**config.mk**
```make
export PLATFORM = sky130hd
export DESIGN_NAME = reorder_buffer
export DESIGN_NICKNAME = d
export VERILOG_FILES = /design/src/rtl/reorder_buffer.sv
export SDC_FILE = /design/constraint.sdc
export NUM_CORES = 1
export LEC_CHECK = 0
export CORE_MARGIN = 2
export CORE_UTILIZATION = 54
export DETAILED_ROUTE_END_ITERATION = 16
export HOLD_SLACK_MARGIN = 0.1
export PLACE_DENSITY_LB_ADDON = 0.12
export SYNTH_ARGS = -nofsm -noshare
export SYNTH_HDL_FRONTEND = slang
export SYNTH_SLANG_ARGS = --single-unit
```
**constraint.sdc**
```tcl
create_clock -name clk_in -period 7.85 [get_ports clk_in]
set_input_delay 2.355 -clock clk_in [delete_from_list [all_inputs] [get_ports clk_in]]
set_output_delay 2.355 -clock clk_in [all_outputs]
set_load 0.01 [all_outputs]
```
**src/rtl/reorder_buffer.sv**
```systemverilog
// -----------------------------------------------------------------------------
// reorder_buffer
//
// Circular in-order retirement buffer for the Tomasulo core. It sits between
// issue / common data bus (CDB) and the register file:
//   * allocates one entry per issued instruction (id = current tail),
//   * captures results broadcast on the CDB,
//   * retires the head entry in program order through the register-file commit
//     port, or as a store-commit pulse towards the store buffer,
//   * detects branch mispredictions at retirement and raises a one-cycle,
//     pipeline-wide clear together with the redirect PC.
//
// Parameters
//   ROB_INDEX_BIT       entry-index width, depth = 2**ROB_INDEX_BIT
//
// Ports
//   clk_in              system clock
//   rst_in              synchronous reset, active low
//   rdy_in              global enable; when low every register holds
//   issue_valid         allocate an entry this cycle (dropped while full)
//   issue_type          0 = register-write op, 1 = store, 2 = branch/jump
//   issue_rd            destination register, 0 = none
//   issue_pred_taken    predicted direction (branches)
//   issue_ready         result already known at issue
//   issue_value         that result
//   issue_rob_id        id handed to the issuing instruction (= tail), comb.
//   full                all entries occupied, comb.
//   cdb_valid           CDB writeback strobe
//   cdb_rob_id          writeback target entry
//   cdb_value           writeback result
//   cdb_taken           resolved branch direction
//   cdb_target          resolved next PC
//   qry_id1/2           operand dependency lookups from issue
//   qry_ready1/2        queried entry has (or is receiving) its result, comb.
//   qry_value1/2        queried entry's result, CDB-bypassed, comb.
//   set_value_id        register-file commit target, 0 = no write (reg.)
//   set_value           register-file commit value (reg.)
//   set_value_rob_id    id of the committing entry (reg.)
//   commit_store        one-cycle pulse when a store retires (reg.)
//   commit_store_rob_id id of that store (reg.)
//   clear               one-cycle misprediction flush (reg.)
//   clear_pc            redirect PC, valid with clear (reg.)
// -----------------------------------------------------------------------------
module reorder_buffer #(
    parameter int ROB_INDEX_BIT = 3
) (
    input  logic                     clk_in,
    input  logic                     rst_in,
    input  logic                     rdy_in,

    input  logic                     issue_valid,
    input  logic [1:0]               issue_type,
    input  logic [4:0]               issue_rd,
    input  logic                     issue_pred_taken,
    input  logic                     issue_ready,
    input  logic [31:0]              issue_value,
    output logic [ROB_INDEX_BIT-1:0] issue_rob_id,
    output logic                     full,

    input  logic                     cdb_valid,
    input  logic [ROB_INDEX_BIT-1:0] cdb_rob_id,
    input  logic [31:0]              cdb_value,
    input  logic                     cdb_taken,
    input  logic [31:0]              cdb_target,

    input  logic [ROB_INDEX_BIT-1:0] qry_id1,
    input  logic [ROB_INDEX_BIT-1:0] qry_id2,
    output logic                     qry_ready1,
    output logic                     qry_ready2,
    output logic [31:0]              qry_value1,
    output logic [31:0]              qry_value2,

    output logic [4:0]               set_value_id,
    output logic [31:0]              set_value,
    output logic [ROB_INDEX_BIT-1:0] set_value_rob_id,
    output logic                     commit_store,
    output logic [ROB_INDEX_BIT-1:0] commit_store_rob_id,
    output logic                     clear,
    output logic [31:0]              clear_pc
);

    localparam int DEPTH = 1 << ROB_INDEX_BIT;

    localparam logic [ROB_INDEX_BIT-1:0] PTR_ONE    = ROB_INDEX_BIT'(1);
    localparam logic [ROB_INDEX_BIT:0]   CNT_ONE    = (ROB_INDEX_BIT + 1)'(1);
    localparam logic [ROB_INDEX_BIT:0]   FULL_COUNT = (ROB_INDEX_BIT + 1)'(DEPTH);

    typedef enum logic [1:0] {
        OP_REG    = 2'd0,
        OP_STORE  = 2'd1,
        OP_BRANCH = 2'd2
    } op_type_t;

    // Payload of one entry. Occupancy (busy) and completion (ready) live in
    // separate vectors so the flush can clear them in one step.
    typedef struct packed {
        op_type_t    kind;
        logic [4:0]  rd;
        logic [31:0] value;
        logic        pred_taken;
        logic        taken;
        logic [31:0] target;
    } entry_t;

    // -------------------------------------------------------------------------
    // State
    // -------------------------------------------------------------------------
    logic [DEPTH-1:0]         busy;
    logic [DEPTH-1:0]         ready;
    entry_t                   entries [DEPTH];
    logic [ROB_INDEX_BIT-1:0] head;
    logic [ROB_INDEX_BIT-1:0] tail;
    logic [ROB_INDEX_BIT:0]   count;

    // -------------------------------------------------------------------------
    // Per-cycle decisions
    // -------------------------------------------------------------------------
    logic                   issue_fire;
    logic                   cdb_hit;
    logic                   commit_fire;
    logic                   head_writes_rd;
    logic                   head_mispredict;
    logic [ROB_INDEX_BIT:0] count_next;
    entry_t                 head_entry;

    assign full         = (count == FULL_COUNT);
    assign issue_rob_id = tail;

    // While clear is high the whole buffer is being flushed, so nothing may
    // be allocated, written back or retired in that cycle.
    assign issue_fire  = issue_valid && !full && !clear;
    assign cdb_hit     = cdb_valid && busy[cdb_rob_id] && !clear;
    assign commit_fire = busy[head] && ready[head] && !clear;

    assign head_entry = entries[head];

    // NOTE: every signal assigned in an always_comb gets a default at the top
    // of the block, so no path leaves it unassigned and no latch is inferred.
    always_comb begin
        count_next      = count;
        head_writes_rd  = 1'b0;
        head_mispredict = 1'b0;

        if (issue_fire && !commit_fire) begin
            count_next = count + CNT_ONE;
        end else if (!issue_fire && commit_fire) begin
            count_next = count - CNT_ONE;
        end

        if (head_entry.kind == OP_REG || head_entry.kind == OP_BRANCH) begin
            head_writes_rd = 1'b1;
        end
        if (head_entry.kind == OP_BRANCH && head_entry.taken != head_entry.pred_taken) begin
            head_mispredict = 1'b1;
        end
    end

    // -------------------------------------------------------------------------
    // Operand queries: an entry being written on the CDB this very cycle is
    // forwarded so issue does not wait an extra cycle for the register.
    // -------------------------------------------------------------------------
    always_comb begin
        qry_ready1 = ready[qry_id1];
        qry_value1 = entries[qry_id1].value;
        qry_ready2 = ready[qry_id2];
        qry_value2 = entries[qry_id2].value;

        if (cdb_valid && cdb_rob_id == qry_id1) begin
            qry_ready1 = 1'b1;
            qry_value1 = cdb_value;
        end
        if (cdb_valid && cdb_rob_id == qry_id2) begin
            qry_ready2 = 1'b1;
            qry_value2 = cdb_value;
        end
    end

    // -------------------------------------------------------------------------
    // Control state and registered commit outputs.
    // Issue writes the tail and commit frees the head; the two never coincide
    // because an empty buffer cannot commit and a full one cannot issue.
    // -------------------------------------------------------------------------
    // NOTE: state registers use non-blocking assignments only, so every read
    // in this block sees the value from before the clock edge.
    always_ff @(posedge clk_in) begin
        if (!rst_in) begin
            busy                <= '0;
            ready               <= '0;
            head                <= '0;
            tail                <= '0;
            count               <= '0;
            set_value_id        <= '0;
            set_value           <= '0;
            set_value_rob_id    <= '0;
            commit_store        <= 1'b0;
            commit_store_rob_id <= '0;
            clear               <= 1'b0;
            clear_pc            <= '0;
        end else if (rdy_in) begin
            // Pulse outputs default low; a commit below overrides them.
            set_value_id <= '0;
            commit_store <= 1'b0;
            clear        <= 1'b0;

            if (clear) begin
                busy  <= '0;
                ready <= '0;
                head  <= '0;
                tail  <= '0;
                count <= '0;
            end else begin
                if (cdb_hit) begin
                    ready[cdb_rob_id] <= 1'b1;
                end

                if (issue_fire) begin
                    busy[tail]  <= 1'b1;
                    ready[tail] <= issue_ready;
                    tail        <= tail + PTR_ONE;
                end

                if (commit_fire) begin
                    busy[head]  <= 1'b0;
                    ready[head] <= 1'b0;
                    head        <= head + PTR_ONE;

                    if (head_writes_rd) begin
                        set_value_id     <= head_entry.rd;
                        set_value        <= head_entry.value;
                        set_value_rob_id <= head;
                    end
                    if (head_entry.kind == OP_STORE) begin
                        commit_store        <= 1'b1;
                        commit_store_rob_id <= head;
                    end
                    if (head_mispredict) begin
                        clear    <= 1'b1;
                        clear_pc <= head_entry.target;
                    end
                end

                count <= count_next;
            end
        end
    end

    // -------------------------------------------------------------------------
    // Entry payload.
    // NOTE: the payload array has no reset; busy/ready decide whether an entry
    // means anything, so clearing the data itself would only cost reset fanout.
    // -------------------------------------------------------------------------
    always_ff @(posedge clk_in) begin
        if (rdy_in) begin
            if (issue_fire) begin
                // taken starts equal to the prediction so an entry that is
                // complete at issue can never look like a misprediction.
                entries[tail] <= '{
                    kind:       op_type_t'(issue_type),
                    rd:         issue_rd,
                    value:      issue_value,
                    pred_taken: issue_pred_taken,
                    taken:      issue_pred_taken,
                    target:     '0
                };
            end
            if (cdb_hit) begin
                entries[cdb_rob_id].value  <= cdb_value;
                entries[cdb_rob_id].taken  <= cdb_taken;
                entries[cdb_rob_id].target <= cdb_target;
            end
        end
    end

endmodule
```
==> results of run 1 <==
final timing paths:
kind | from | end | slack [ns] | depth (start not counted)
max | cdb_rob_id[2] | qry_value2[3] | 0.60 | 7
min | busy[5] | busy[5] | 0.49 | 2
max reg2reg | clear | entries[0][38] | 4.02 | 6
min reg2reg | busy[5] | busy[5] | 0.49 | 2
power breakdown:
group	internal (mW)	switching [mW]
Sequential	3.98	0.0301
Clock	2.07	1.50
Combinational	0.318	0.369
Total	6.38	1.90
sequential cells by signal, indices dropped and copies added, names as in the netlist, named ones only:
name,flops
commit_store_rob_id,3
busy,8
set_value_rob_id,3
clear,1
entries,584
set_value_id,5
commit_store,1
set_value,32
count,4
head,3
ready,8
clear_pc,32
issue_rob_id,3
per-stage QoR:
stage	setup slack (ns)	cells	util, %
floorplan	0.7961	2593	-
global placement	0.6902	3501	59.80
detailed placement	0.6853	3501	59.80
CTS	0.6740	3642	63.52
global route	0.5084	3649	63.54
finish	0.6018	3651	63.55
per-layer routing:
metal	wire, um	up-vias	GRT usage (%)
met5	55	-	0
met4	4293	8	14.14
met3	9727	263	5.604
met2	53730	1354	52.51
met1	40750	12390	40.33
li1	-	10350	-
synthesized netlist by cell type (all sizes together) (4+ instances only):
cell type / instances
dfxtp: 106
a22o: 198
inv: 14
o32ai: 4
nand3: 13
ha: 4
nand3b: 7
o21ai: 93
nand4: 5
nand2b: 13
mux4: 278
a221o: 4
xnor2: 9
clkbuf: 152
nor2b: 26
buf: 140
mux2: 6
o22ai: 4
nand2: 235
o31ai: 5
nor3: 8
o211a: 64
mux2i: 144
a21oi: 76
and3: 77
and2: 197
nor2: 90
edfxtp: 584
kinds of logic (layout without fill, tap and decap cells):
| kind of cell | after synthesis | count (layout) | share of synthesized area, % |
|---|---|---|---|
| DFF | 690 | 690 | 54.57 |
| and+or+nand+nor | 685 | 685 | 9.774 |
| AOI/OAI and AO/OA | 469 | 469 | 9.847 |
| muxes | 428 | 428 | 21.57 |
| buffers and inverters | 306 | 491 | 3.800 |
| xor gates and xnor gates | 10 | 10 | 0.2431 |
| adders and majority gates | 5 | 5 | 0.1945 |
| other | 0 | 9 | 0 |
tightest hold or removal path, cell delays in order (launching register included):
cell	delay, ns
dfxtp_1	0.33
nand2_1	0.06
o31ai_1	0.05
layout make-up:
| type | count | area, um^2 | area share, % |
|---|---|---|---|
| multi-input combinational | 1597 | 15190 | 36.29 |
| antenna | 9 | 22.52 | 0.05381 |
| tap | 864 | 1081 | 2.583 |
| clock inverter | 38 | 352.8 | 0.8430 |
| sequential | 690 | 19670 | 46.99 |
| timing repair buffer | 336 | 3391 | 8.101 |
| inverter | 14 | 52.55 | 0.1255 |
| clock buffer | 103 | 2097 | 5.010 |
layout by cell type, fill, tap and decap left out, types with 85 or more instances in the layout:
master	n
a22o_1	198
and2_1	196
edfxtp_1	584
mux4_2	278
mux2i_1	144
nor2_1	85
nand2_1	235
o21ai_0	89
clkdlybuf4s50_1	259
dfxtp_1	103
==> flow_metrics.py, run 1 <==
metrics = {
    "outcome": {
        "status": "completed",
    },
    "routing": {
        "vias": 24370,
        "dr.first_iter.drc_count": 2567,
        "antenna_left": 0,
        "routed_via_density": 6.674,
        "wirelength_um": 108600,
        "wire_per_inst_um": 29.73,
        "dr.pass1.iters": 7,
        "drc": 0,
    },
    "setup_path": {
        "slowest_delay_ns": 0.74,
        "path_buf_inv": 3,
        "cp_top_family": "buffers and inverters",
        "crit_type": "in -> out",
        "cp_cell_sequence": "clkdlybuf4s50_1, xnor2_1, nand4_1, buf_12, nor2_1, a21oi_1, clkdlybuf4s50_1",
        "endpoint_kind": "output pin",
        "worstPathRequired_ns": 5.50,
        "critical_path_arrival_ns": 4.89,
        "cp-start-kind": "input port",
        "critPathSlowestCell": "clkdlybuf4s50_1",
        "crit_top_cell": "clkdlybuf4s50_1",
        "cp_max_fo": 58,
    },
    "cts": {
        "clk_pin_slew_ns": 0.06,
        "cts-htree-levels": 3,
        "clk_path_buf_depth": 3,
        "cts_tree": "done",
        "clock_latency_ns": 0.63,
        "cts.sinks": 690,
        "ctsHoldBuffers": 0,
        "cts_setup_buffers": 0,
        "numCtsBuffers": 76,
        "root_buffer": "clkbuf_16",
        "post_cts_resized": 0,
    },
    "sta": {
        "period_share_pct": 92.33,
        "rsz0062_at_grt": "no",
        "hold_viol": 0,
        "post-route-min-period_ns": 7.248,
        "finalSetupViolCount": 0,
        "whs_ns": 0.4878,
        "fmax_ghz": 0.1380,
        "maxSlewViolCount": 0,
        "tns_ns": 0,
        "fin_skew_ns": 0.02729,
        "worst_slew_pin_slew_ns": 1.223,
        "relSlewSlack_pct": 18.46,
    },
    "synthesis": {
        "synth_edf_count": 584,
        "yosys-top-cells-area": "edfxtp_1, mux4_2, dfxtp_1",
        "syn-cell-area_um2": 36020,
        "yosys_warnings": 0,
        "syn_area_per_cell_um2": 13.89,
        "ys_seq_area_share_pct": 54.57,
        "synth_top_area_share_pct": 48.68,
        "synthArstFlopShare_pct": 0,
        "synthDistinctLibCells": 59,
        "yosys.area.top_type": "edfxtp_1",
        "yosys_most_used_dff": "edfxtp_1",
        "synth_seq_cells": 690,
        "syn_inst": 2593,
        "synth_nets": 2718,
    },
    "floorplanning": {
        "rows": 94,
        "core-area_um2": 65860,
        "io_pins": 267,
        "dieArea_um2": 68790,
        "die_x_um": 262.3,
        "initial_core_util_pct": 54.69,
        "die_h_um": 262.3,
    },
    "final_layout": {
        "fin_area_um2": 41860,
        "drive_above_1_share_pct": 17.96,
        "fill_cells": 4838,
        "nets": 2840,
        "syn_to_final_growth_pct": 16.19,
    },
    "power": {
        "vdd_drop_max_mv": 0.1689,
        "power_mw": 8.277,
        "leakage_nw": 14.36,
        "powerDensity_nw_per_um2": 197.7,
    },
    "placed_design": {
        "port_buffers": 266,
        "gp_congestion": 0.8985,
        "post-dp-hpwl_um": 61150,
        "dpl_cell_area_um2": 39380,
    },
    "global_routing": {
        "antenna_found_initial": 12,
        "grt_pass1_wl_um": 160600,
        "grt_max_degree": 68,
        "grt-ovfl-total": 0,
        "track_usage_pct": 31.43,
        "grt_pass1_vias": 24990,
    },
    "min_path": {
        "hold_class": "reg -> reg",
    },
    "flow_run": {
        "maxCapViolCount": 0,
    },
}
(Power assumes the default switching activity.)
==> run 2, diff against run 1 <==
--- a/config.mk
+++ b/config.mk
@@ -6,7 +6,7 @@
 export NUM_CORES = 1
 export LEC_CHECK = 0
 export CORE_MARGIN = 2
-export CORE_UTILIZATION = 54
+export CORE_UTILIZATION = 40
 export DETAILED_ROUTE_END_ITERATION = 16
 export HOLD_SLACK_MARGIN = 0.1
 export PLACE_DENSITY_LB_ADDON = 0.12
==> constraint.sdc (replaced) <==
create_clock -name clk_in -period 8.78 [get_ports clk_in]
set_input_delay 2.634 -clock clk_in [delete_from_list [all_inputs] [get_ports clk_in]]
set_output_delay 2.634 -clock clk_in [all_outputs]
set_load 0.01 [all_outputs]
==> flow_metrics.py, run 2 (same netlist as run 1, synthesis figures left out) <==
metrics = {
    "outcome": {
        "status": "completed",
    },
    "power": {
        "powerDensity_nw_per_um2": 176.2,
        "leakage_nw": 14.31,
        "vdd_drop_max_mv": 0.1428,
    },
    "routing": {
        "wirelength_um": 118000,
        "drc": 0,
        "dr.pass1.iters": 5,
        "antenna_left": 0,
        "wire_per_inst_um": 29.82,
        "vias": 24070,
        "routed_via_density": 6.084,
        "dr.first_iter.drc_count": 2236,
    },
    "global_routing": {
        "antenna_found_initial": 14,
        "grt_pass1_wl_um": 171300,
        "grt_pass1_vias": 24690,
        "track_usage_pct": 25.35,
        "grt-ovfl-total": 0,
        "grt_max_degree": 66,
    },
    "min_path": {
        "hold_start": "busy[4]",
        "whs_path_depth": 2,
        "hold_class": "reg -> reg",
    },
    "floorplanning": {
        "dieArea_um2": 92470,
        "die_x_um": 304.1,
        "die_h_um": 304.1,
        "rows": 110,
        "io_pins": 267,
        "core-area_um2": 89600,
        "initial_core_util_pct": 40.21,
    },
    "sta": {
        "finalWorstSetupSlack_ns": 0.6072,
        "rsz0062_at_grt": "no",
        "fmax_ghz": 0.1224,
        "fin_skew_ns": 0.02288,
        "relSlewSlack_pct": 16.88,
        "hold_viol": 0,
        "period_share_pct": 93.08,
        "post-route-min-period_ns": 8.173,
        "tns_ns": 0,
        "worst_slew_pin_slew_ns": 1.240,
        "maxSlewViolCount": 0,
        "finalSetupViolCount": 0,
    },
    "final_layout": {
        "top_register": "entries",
        "syn_to_final_growth_pct": 17.02,
        "drive_above_1_share_pct": 17.84,
        "mostFrequentLayoutCells": "edfxtp_1, mux4_2, clkdlybuf4s50_1, nand2_1, a22o_1",
        "largest_reg_flops": 584,
        "nets": 2834,
        "final_util_pct": 47.05,
        "register_area_um2": 19670,
        "multiInputGateArea_um2": 15190,
        "final_common_cell": "edfxtp_1",
        "reg.largest.list": "entries: 584 flops, clear_pc: 32 flops, set_value: 32 flops",
        "fill_cells": 7838,
    },
    "placed_design": {
        "gp_congestion": 0.9212,
        "post-dp-hpwl_um": 67250,
        "port_buffers": 266,
        "dpl_worst_slack_ns": 0.6828,
    },
    "cts": {
        "clk_pin_slew_ns": 0.06,
        "clock_latency_ns": 0.64,
        "numCtsBuffers": 80,
        "clk_path_buf_depth": 3,
        "cts_setup_buffers": 0,
        "ctsHoldBuffers": 0,
        "cts-htree-levels": 3,
        "cts.sinks": 690,
        "root_buffer": "clkbuf_16",
        "post_cts_resized": 0,
        "cts_tree": "done",
    },
    "setup_path": {
        "critPathLaunch": "cdb_rob_id[1]",
        "crit_top_cell": "clkdlybuf4s50_1",
        "slowest_delay_ns": 0.72,
        "crit_type": "in -> out",
        "cp-start-kind": "input port",
        "crit_path_end": "qry_value1[7]",
        "reg2reg_from": "clear",
        "worst-r2r-cell-count": 6,
        "critical_path_arrival_ns": 5.54,
        "cp_max_fo": 59,
        "endpoint_kind": "output pin",
        "critPathSlowestCell": "nand4_1",
        "r2r-end": "entries[0][41]",
        "r2r_slack_ns": 5.09,
        "worstPathRequired_ns": 6.15,
        "cp_cell_sequence": "clkdlybuf4s50_1, xnor2_1, nand4_1, buf_12, a21oi_1, clkdlybuf4s50_1",
    },
    "flow_run": {
        "maxCapViolCount": 0,
    },
}
-- run 2: critical path: cells and delay by family --
kind	cells	cell delay [ns]
AO/OA/AOI/OAI	1	0.20
XOR/XNOR	1	0.17
buffers and inverters	3	1.73
AND/OR/NAND/NOR	1	0.72
-- run 2: layer usage --
metal  share of wire [%]  routed length, um  up-vias  track usage, %
met2                  50              59310     1079           43.77
met4                 2.8               3295       20           7.393
met5                0.10                122        -               0
li1                    -                  -    10330               -
met1                  38              45380    12420           31.91
met3                 8.4               9861      220           5.655
-- run 2: worst min-delay path by stage --
stage                    endpoint
floorplan                 busy[1]
global placement          busy[4]
detailed placement        busy[4]
CTS                       busy[4]
global route        set_value[30]
finish                    busy[4]
-- run 2: power breakdown --
| group | total [mW] | internal (mW) | switching, mW | leakage (nW) |
|---|---|---|---|---|
| logic | 0.620 | 0.280 | 0.340 | 7.12 |
| clock network | 3.22 | 1.86 | 1.36 | 1.22 |
| registers | 3.59 | 3.56 | 0.0263 | 5.97 |
| total | 7.43 | 5.70 | 1.73 | 14.3 |
-- run 2: final cells by class --
class,instances,share of cell area (%)
Antenna cell,6,0.03562
Clock buffer,109,5.150
Clock inverter,38,0.7836
Inverter,14,0.1247
Multi-Input combinational cell,1597,36.03
Sequential cell,690,46.66
Tap cell,1176,3.491
Timing Repair Buffer,326,7.717
-- run 2: per-stage QoR --
stage | power (mW) | instance area (um^2) | hold slack [ns] | cells
2_1_floorplan | 3.998 | 36020 | 0.4410 | 2593
3_3_place_gp | 4.267 | 39640 | 0.4751 | 3803
3_5_place_dp | 4.277 | 39640 | 0.4841 | 3803
4_1_cts | 7.477 | 42140 | 0.4920 | 3950
5_1_grt | 7.647 | 42140 | 0.5111 | 3952
6_report | 7.427 | 42150 | 0.4955 | 3956
